--- src/rtl/hack_fetch_pkg.sv ---
// hack_fetch_pkg
//   Shared definitions for the instruction-fetch unit.
//   - HF_ADDR_W / HF_DATA_W : default address and instruction widths
//   - fetch_state_e         : fetch FSM encoding (IDLE, WAIT, DRAIN)
//   - fetch_entry_t         : prefetch queue entry layout {addr, data} at the
//                             default widths; the queue stores entries packed
//                             in this same order at any width.
package hack_fetch_pkg;

  localparam int HF_ADDR_W = 16;
  localparam int HF_DATA_W = 16;

  // IDLE  : no read outstanding
  // WAIT  : read outstanding, response will be queued
  // DRAIN : read outstanding, response will be discarded (redirect hit it)
  typedef enum logic [1:0] {
    IDLE  = 2'd0,
    WAIT  = 2'd1,
    DRAIN = 2'd2
  } fetch_state_e;

  typedef struct packed {
    logic [HF_ADDR_W-1:0] addr;
    logic [HF_DATA_W-1:0] data;
  } fetch_entry_t;

endpackage

--- src/rtl/hack_fetch_if.sv ---
// hack_fetch_if
//   Bundles the fetch unit's three channels:
//   - redirect channel : redirect, redirect_addr
//   - CPU channel      : instr_valid, instr_ready, instr, instr_addr
//   - ROM channel      : mem_req, mem_addr, mem_ack, mem_rdata
//   master : the fetch unit side
//   slave  : the CPU / ROM / branch environment side
interface hack_fetch_if
  import hack_fetch_pkg::*;
#(
  parameter int ADDR_W = HF_ADDR_W,
  parameter int DATA_W = HF_DATA_W
);

  logic              redirect;
  logic [ADDR_W-1:0] redirect_addr;

  logic              instr_valid;
  logic              instr_ready;
  logic [DATA_W-1:0] instr;
  logic [ADDR_W-1:0] instr_addr;

  logic              mem_req;
  logic [ADDR_W-1:0] mem_addr;
  logic              mem_ack;
  logic [DATA_W-1:0] mem_rdata;

  modport master (
    input  redirect, redirect_addr, instr_ready, mem_ack, mem_rdata,
    output instr_valid, instr, instr_addr, mem_req, mem_addr
  );

  modport slave (
    output redirect, redirect_addr, instr_ready, mem_ack, mem_rdata,
    input  instr_valid, instr, instr_addr, mem_req, mem_addr
  );

endinterface

--- src/rtl/hack_fetch_queue.sv ---
// hack_fetch_queue
//   Synchronous FIFO holding prefetched {addr, data} entries.
//   Ports:
//     clock, reset : clock and asynchronous active-high reset
//     push         : write push_data at the tail
//     pop          : drop the head entry
//     flush        : empty the queue; overrides push and pop
//     push_data    : entry to write
//     count        : number of valid entries (0..DEPTH)
//     head         : oldest entry, all zeros while empty
//   The caller guarantees no push when full and no pop when empty.
module hack_fetch_queue #(
  parameter  int DEPTH = 2,
  parameter  int WIDTH = 32,
  localparam int PTR_W = $clog2(DEPTH),
  localparam int CNT_W = PTR_W + 1
) (
  input  logic             clock,
  input  logic             reset,
  input  logic             push,
  input  logic             pop,
  input  logic             flush,
  input  logic [WIDTH-1:0] push_data,
  output logic [CNT_W-1:0] count,
  output logic [WIDTH-1:0] head
);

  logic [WIDTH-1:0] mem [DEPTH];
  logic [PTR_W-1:0] wr_ptr;
  logic [PTR_W-1:0] rd_ptr;

  // NOTE: state registers use non-blocking assignments so every flop samples
  // the pre-edge values regardless of statement order.
  always_ff @(posedge clock or posedge reset) begin
    if (reset) begin
      wr_ptr <= '0;
      rd_ptr <= '0;
      count  <= '0;
    end else if (flush) begin
      wr_ptr <= '0;
      rd_ptr <= '0;
      count  <= '0;
    end else begin
      if (push) wr_ptr <= wr_ptr + PTR_W'(1);
      if (pop)  rd_ptr <= rd_ptr + PTR_W'(1);
      case ({push, pop})
        2'b10:   count <= count + CNT_W'(1);
        2'b01:   count <= count - CNT_W'(1);
        default: count <= count;
      endcase
    end
  end

  // NOTE: the storage array has no reset; only pointers and count do. The
  // head is gated to zero while empty so stale contents never leak out.
  always_ff @(posedge clock) begin
    if (push && !flush) mem[wr_ptr] <= push_data;
  end

  assign head = (count != '0) ? mem[rd_ptr] : '0;

endmodule

--- src/rtl/hack_fetch_unit.sv ---
// hack_fetch_unit
//   Instruction-fetch reader: tracks its own fetch address, issues single
//   outstanding req/ack reads to instruction ROM, prefetches sequential words
//   into a small queue and hands them to the CPU over valid/ready. A redirect
//   flushes the queue and restarts fetching at redirect_addr.
//   Ports:
//     clock, reset : clock and asynchronous active-high reset
//     bus          : hack_fetch_if.master (redirect, CPU and ROM channels)
//   A request is only issued when count + in_flight < DEPTH, so a response
//   always has a free queue slot and a push never stalls.
module hack_fetch_unit
  import hack_fetch_pkg::*;
#(
  parameter int ADDR_W = HF_ADDR_W,
  parameter int DATA_W = HF_DATA_W,
  parameter int DEPTH  = 2
) (
  input  logic       clock,
  input  logic       reset,
  hack_fetch_if.master bus
);

  localparam int               CNT_W   = $clog2(DEPTH) + 1;
  localparam logic [CNT_W-1:0] DEPTH_C = CNT_W'(DEPTH);

  fetch_state_e               state;
  fetch_state_e               state_next;
  logic [ADDR_W-1:0]          fetch_addr;
  logic [ADDR_W-1:0]          fetch_addr_next;
  logic [ADDR_W-1:0]          fetch_addr_inc;
  logic                       mem_req_q;
  logic                       mem_req_next;
  logic [ADDR_W-1:0]          mem_addr_q;
  logic [ADDR_W-1:0]          mem_addr_next;
  logic                       ack;
  logic                       push;
  logic                       pop;
  logic                       issue;
  logic [CNT_W-1:0]           count;
  logic [CNT_W-1:0]           count_next;
  logic                       space_next;
  logic [ADDR_W+DATA_W-1:0]   head;

  // An ack only counts while a request is actually outstanding.
  assign ack            = mem_req_q & bus.mem_ack;
  assign pop            = bus.instr_valid & bus.instr_ready;
  assign push           = (state == WAIT) & ack & ~bus.redirect;
  assign fetch_addr_inc = fetch_addr + ADDR_W'(1);

  // Queue occupancy after this edge; the outstanding read (if any) resolves
  // this cycle whenever a new issue is considered, so only count matters.
  assign count_next = bus.redirect ? '0 : count + CNT_W'(push) - CNT_W'(pop);
  assign space_next = count_next < DEPTH_C;

  hack_fetch_queue #(
    .DEPTH (DEPTH),
    .WIDTH (ADDR_W + DATA_W)
  ) u_queue (
    .clock     (clock),
    .reset     (reset),
    .push      (push),
    .pop       (pop),
    .flush     (bus.redirect),
    .push_data ({fetch_addr, bus.mem_rdata}),
    .count     (count),
    .head      (head)
  );

  assign bus.instr_valid = (count != '0);
  assign bus.instr_addr  = head[ADDR_W+DATA_W-1 -: ADDR_W];
  assign bus.instr       = head[DATA_W-1:0];
  assign bus.mem_req     = mem_req_q;
  assign bus.mem_addr    = mem_addr_q;

  always_ff @(posedge clock or posedge reset) begin
    if (reset) begin
      state      <= IDLE;
      fetch_addr <= '0;
      mem_req_q  <= 1'b0;
      mem_addr_q <= '0;
    end else begin
      state      <= state_next;
      fetch_addr <= fetch_addr_next;
      mem_req_q  <= mem_req_next;
      mem_addr_q <= mem_addr_next;
    end
  end

  // NOTE: combinational blocks assign a default before any branch so no
  // path leaves a variable unassigned (which would infer a latch).
  always_comb begin
    state_next = state;
    unique case (state)
      IDLE:  if (!bus.redirect && space_next) state_next = WAIT;
      WAIT:  if (ack) state_next = (!bus.redirect && space_next) ? WAIT : IDLE;
             else if (bus.redirect) state_next = DRAIN;
      DRAIN: if (ack) state_next = (!bus.redirect && space_next) ? WAIT : IDLE;
      default: state_next = IDLE;
    endcase
  end

  // A fresh request starts when WAIT is entered from IDLE or when the current
  // read completes and another follows back-to-back. Issues never coincide
  // with a redirect, so the new address is simply the next fetch address.
  always_comb begin
    fetch_addr_next = fetch_addr;
    if (bus.redirect)  fetch_addr_next = bus.redirect_addr;
    else if (push)     fetch_addr_next = fetch_addr_inc;
    issue         = (state_next == WAIT) && ((state == IDLE) || ack);
    mem_req_next  = (state_next != IDLE);
    mem_addr_next = issue ? fetch_addr_next : mem_addr_q;
  end

endmodule

--- src/flat_wrapper.sv ---
// flat-port wrapper written by rule: the top's interface ports become plain ports
module hack_fetch_unit_flat import hack_fetch_pkg::*;
#(
  parameter int ADDR_W = HF_ADDR_W,
  parameter int DATA_W = HF_DATA_W,
  parameter int DEPTH  = 2
)
  (clock, reset, bus_redirect, bus_redirect_addr, bus_instr_ready, bus_mem_ack, bus_mem_rdata, bus_instr_valid, bus_instr, bus_instr_addr, bus_mem_req, bus_mem_addr);
  hack_fetch_if #(.ADDR_W(ADDR_W), .DATA_W(DATA_W)) bus_i ();
  input  logic clock;
  input  logic reset;
  input wire logic [$bits(bus_i.redirect)-1:0] bus_redirect;
  input wire logic [$bits(bus_i.redirect_addr)-1:0] bus_redirect_addr;
  input wire logic [$bits(bus_i.instr_ready)-1:0] bus_instr_ready;
  input wire logic [$bits(bus_i.mem_ack)-1:0] bus_mem_ack;
  input wire logic [$bits(bus_i.mem_rdata)-1:0] bus_mem_rdata;
  output wire logic [$bits(bus_i.instr_valid)-1:0] bus_instr_valid;
  output wire logic [$bits(bus_i.instr)-1:0] bus_instr;
  output wire logic [$bits(bus_i.instr_addr)-1:0] bus_instr_addr;
  output wire logic [$bits(bus_i.mem_req)-1:0] bus_mem_req;
  output wire logic [$bits(bus_i.mem_addr)-1:0] bus_mem_addr;
  assign bus_i.redirect = bus_redirect;
  assign bus_i.redirect_addr = bus_redirect_addr;
  assign bus_i.instr_ready = bus_instr_ready;
  assign bus_i.mem_ack = bus_mem_ack;
  assign bus_i.mem_rdata = bus_mem_rdata;
  assign bus_instr_valid = bus_i.instr_valid;
  assign bus_instr = bus_i.instr;
  assign bus_instr_addr = bus_i.instr_addr;
  assign bus_mem_req = bus_i.mem_req;
  assign bus_mem_addr = bus_i.mem_addr;
  hack_fetch_unit #(.ADDR_W(ADDR_W), .DATA_W(DATA_W), .DEPTH(DEPTH)) u_core (.clock(clock), .reset(reset), .bus(bus_i));
endmodule
--- config.mk ---
export PLATFORM = sky130hd
export DESIGN_NAME = hack_fetch_unit_flat
export DESIGN_NICKNAME = d
export VERILOG_FILES = /design/src/rtl/hack_fetch_pkg.sv /design/src/rtl/hack_fetch_if.sv /design/src/rtl/hack_fetch_queue.sv /design/src/rtl/hack_fetch_unit.sv /design/src/flat_wrapper.sv
export SDC_FILE = /design/constraint.sdc
export NUM_CORES = 1
export LEC_CHECK = 0
export BUFFER_PORTS_ARGS = -buffer_cell sky130_fd_sc_hd__buf_2
export CORE_AREA = 2 2 121 123
export DETAILED_ROUTE_END_ITERATION = 12
export DIE_AREA = 0 0 123 125
export PLACE_DENSITY = 0.59
export SYNTH_ARGS = -nofsm -noshare
export SYNTH_HDL_FRONTEND = slang
export SYNTH_SLANG_ARGS = --single-unit
export TNS_END_PERCENT = 20
--- constraint.sdc ---
create_clock -name clock -period 3.7 [get_ports clock]
set_input_delay 0.555 -clock clock [delete_from_list [all_inputs] [get_ports clock]]
set_output_delay 0.555 -clock clock [all_outputs]
set_load 0.05 [all_outputs]
==> results_dict.tcl <==
set metrics [dict create \
    crit_arrival_ns 2.03 \
    io_pins 87 \
    hpwlAfterDp_mm 6.261 \
    first_global_vias 2573 \
    synth-edff-count 64 \
    p_sw_mw 0.9031 \
    placementRows 44 \
    clk_pin_slew_ns 0.07 \
    drt_iter0_drc 131 \
    drt-pass1-iter-count 4 \
    slew_viol_final 0 \
    synth_cell_types 43 \
    dieWidth_um 123 \
    synthesis.area_um2 4382 \
    dieArea_um2 15380 \
    final_nets 423 \
    p_leak_nw 2.097 \
    drc 0 \
    cts_setup_buffers 0 \
    period_share 0.6973 \
    die_h_um 125 \
    rsz0062_at_grt "no" \
    hold_path_class "input pin to flop" \
    grt_start_max_net_pins 34 \
    clkLatencyLatePin_ns 0.34 \
    status "finished clean" \
    p_seq_frac 0.480 \
    pwr-share-comb 0.202 \
    clock_sinks 103 \
    clk_path_buf_depth 2 \
    core_area_um2 14200 \
    place_congestion 0.8005 \
    grt_pass1_wl_mm 14.08 \
    port_buffers 86 \
    cts_tree "yes" \
    wl_mm 9.192 \
    yosys_warnings 0 \
    n_fill_cell 1399 \
    syn_area_per_cell_um2 14.65 \
    cts-resized-gates 0 \
    cp_cell_sequence "mux2i_1 -> nor2_1 -> buf_2" \
    insertedDiodeCount 0 \
    cts_buffers 9 \
    grt_overflow 0 \
    drive_gt1_frac 0.3667 \
    cp_slowest_stage_delay_ns 1.04 \
    crit_fanout 33 \
    ys_seq_elements 103 \
    p_per_area_nw_per_um2 557.8 \
    ant_nets 0 \
    fin_crit_ns 2.580 \
    timing.fmax_mhz 387.6 \
    tightest_slew_ns 1.071 \
    syn_inst 299 \
    synth-async-reset-ratio 0.3786 \
    p_int_mw 2.043 \
    slew_headroom 0.2849 \
    dr_total_vias 2600 \
    pwr-share-clk 0.318 \
    start_util 0.3085 \
    critPathSlowestCell "dfrtp_2" \
    irDropWorstVdd_mv 0.3409 \
    synthToLayoutAreaGrowth_pct 20.56 \
    yosysSeqAreaShare 0.6613 \
    cts.htree.levels 3 \
    hold_viol 0 \
    grt_usage 0.1222 \
    antenna_found_initial 0 \
    wl_per_cell_um 16.01 \
    viasPerCell 4.530 \
    cts_root_buffer "clkbuf_16" \
    synth.largest_area_cell "edfxtp_1" \
    ctsHoldBuffers 0 \
    synth-main-ff-cell "edfxtp_1" \
    end_kind "output port" \
    required_ns 3.14 \
    skew_ns 0.006648 \
    tns_ns 0 \
    cp-start-kind "flop" \
    syn_nets 337 \
    fin_util 0.3719 \
    worst-r2r-setup-slack_ns 1.46 \
    synth_top_cell_area_share 0.4386 \
    path_class "flop to output port" \
    switching_share 0.3065 \
    yosys-top-cells-area "edfxtp_1 44%, dfrtp_1 22%, mux2i_1 7.5%" \
    finalSetupViolations 0 \
    drv_cap 0 \
]
worst max-delay path, delay by kind of cell (launching register included):
kind / cells / cell delay [ns]
buf+inv: 1 / 0.28
flops: 1 / 1.04
mux: 1 / 0.16
simple gates: 1 / 0.16
placed cells by master, fill, tap and decap left out, drive strengths merged, types with 4 or more instances in the layout:
cell type  netlist  final
edfxtp          64     64
o21ai            4      4
buf              5     89
mux2            28     28
a21oi            4      4
xnor2            9      9
mux2i           33     33
nor2            44     44
clkbuf           9      9
nand4            4      4
xor2             8      8
inv              5      7
and3             4      4
nand2           11     11
dfrtp           39     39
per-stage QoR:
step,setup WS [ns],power (mW),instance area [µm²],hold WS [ns],cells
floorplan,0.05436,1.884,4382,0.4421,299
global placement,1.224,2.030,4986,0.4799,558
detailed placement,1.168,2.038,4986,0.4793,558
CTS,1.051,2.984,5283,0.3910,574
global route,0.9807,3.074,5283,0.3875,574
finish,1.120,2.946,5283,0.4038,574
registers in the layout (all words and copies together) (netlist names):
register,cells
u_core.u_queue.wr_ptr,1
u_core.u_queue.count,2
u_core.bus.mem_addr,16
u_core.u_queue.mem,64
u_core.fetch_addr,16
u_core.bus.mem_req,1
u_core.u_queue.rd_ptr,1
u_core.state,2
power by group through the flow:
stage / logic (mW) / clock network (mW) / registers (mW)
global route: 0.630 / 1.02 / 1.43
finish: 0.594 / 0.938 / 1.41
global placement: 0.593 / 0 / 1.44
CTS: 0.602 / 0.966 / 1.42
floorplan: 0.284 / 0 / 1.60
detailed placement: 0.600 / 0 / 1.44
synth_stat cells, drive strengths merged, types with 2 or more instances:
cell type and n:
edfxtp 64, nor2 44, dfrtp 39, mux2i 33
mux2 28, nand2 11, clkbuf 9, xnor2 9
xor2 8, buf 5, inv 5, a21oi 4
and3 4, nand4 4, o21ai 4, nand3 3
nand3b 3, nand4b 2, nor3 2, nor4 2
or2 2
cell families after synthesis:
family          after synthesis  synth area share
flops                       103            0.6613
simple gates                 83           0.09623
mux                          61            0.1559
buf+inv                      19           0.02427
xor+xnor                     17           0.03398
compound gates               15           0.02542
fa+ha+maj                     1          0.002855
routing by layer:
layer  track usage  up-vias  wire [µm]
met3       0.03330        9        507
met5             0        -          0
met2        0.1995       75       4483
met4       0.03877        0        118
li1              -     1254          -
met1        0.1575     1262       4083
area by class of cell:
cell class	instances	area, µm²	area share
sequential	103	2899	0.5488
clock inverter	7	71.32	0.01350
clock buffer	9	225.2	0.04263
multi-input combinational	177	1385	0.2622
inverter	5	18.77	0.003553
tap	184	230.2	0.04358
timing repair buffer	89	452.9	0.08574
worst paths after layout:
kind                                                   startpoint                                  end  depth (start not counted)
min in group asynchronous                                   reset  u_core.bus.mem_addr[11]$_DFFE_PP0P_                          2
worst max register to register          u_core.state[0]$_DFF_PP0_  u_core.bus.mem_addr[12]$_DFFE_PP0P_                          5
max in group asynchronous                                   reset   u_core.bus.mem_addr[1]$_DFFE_PP0P_                          3
worst min-delay path                            bus_mem_rdata[13]  u_core.u_queue.mem[0][13]$_DFFE_PP_                          1
worst max-delay path            u_core.u_queue.rd_ptr$_DFFE_PP0P_                    bus_instr_addr[9]                          3
worst min register to register     u_core.fetch_addr[7]$_DFF_PP0_  u_core.u_queue.mem[1][23]$_DFFE_PP_                          0
Power figures use the tool's default switching activity.
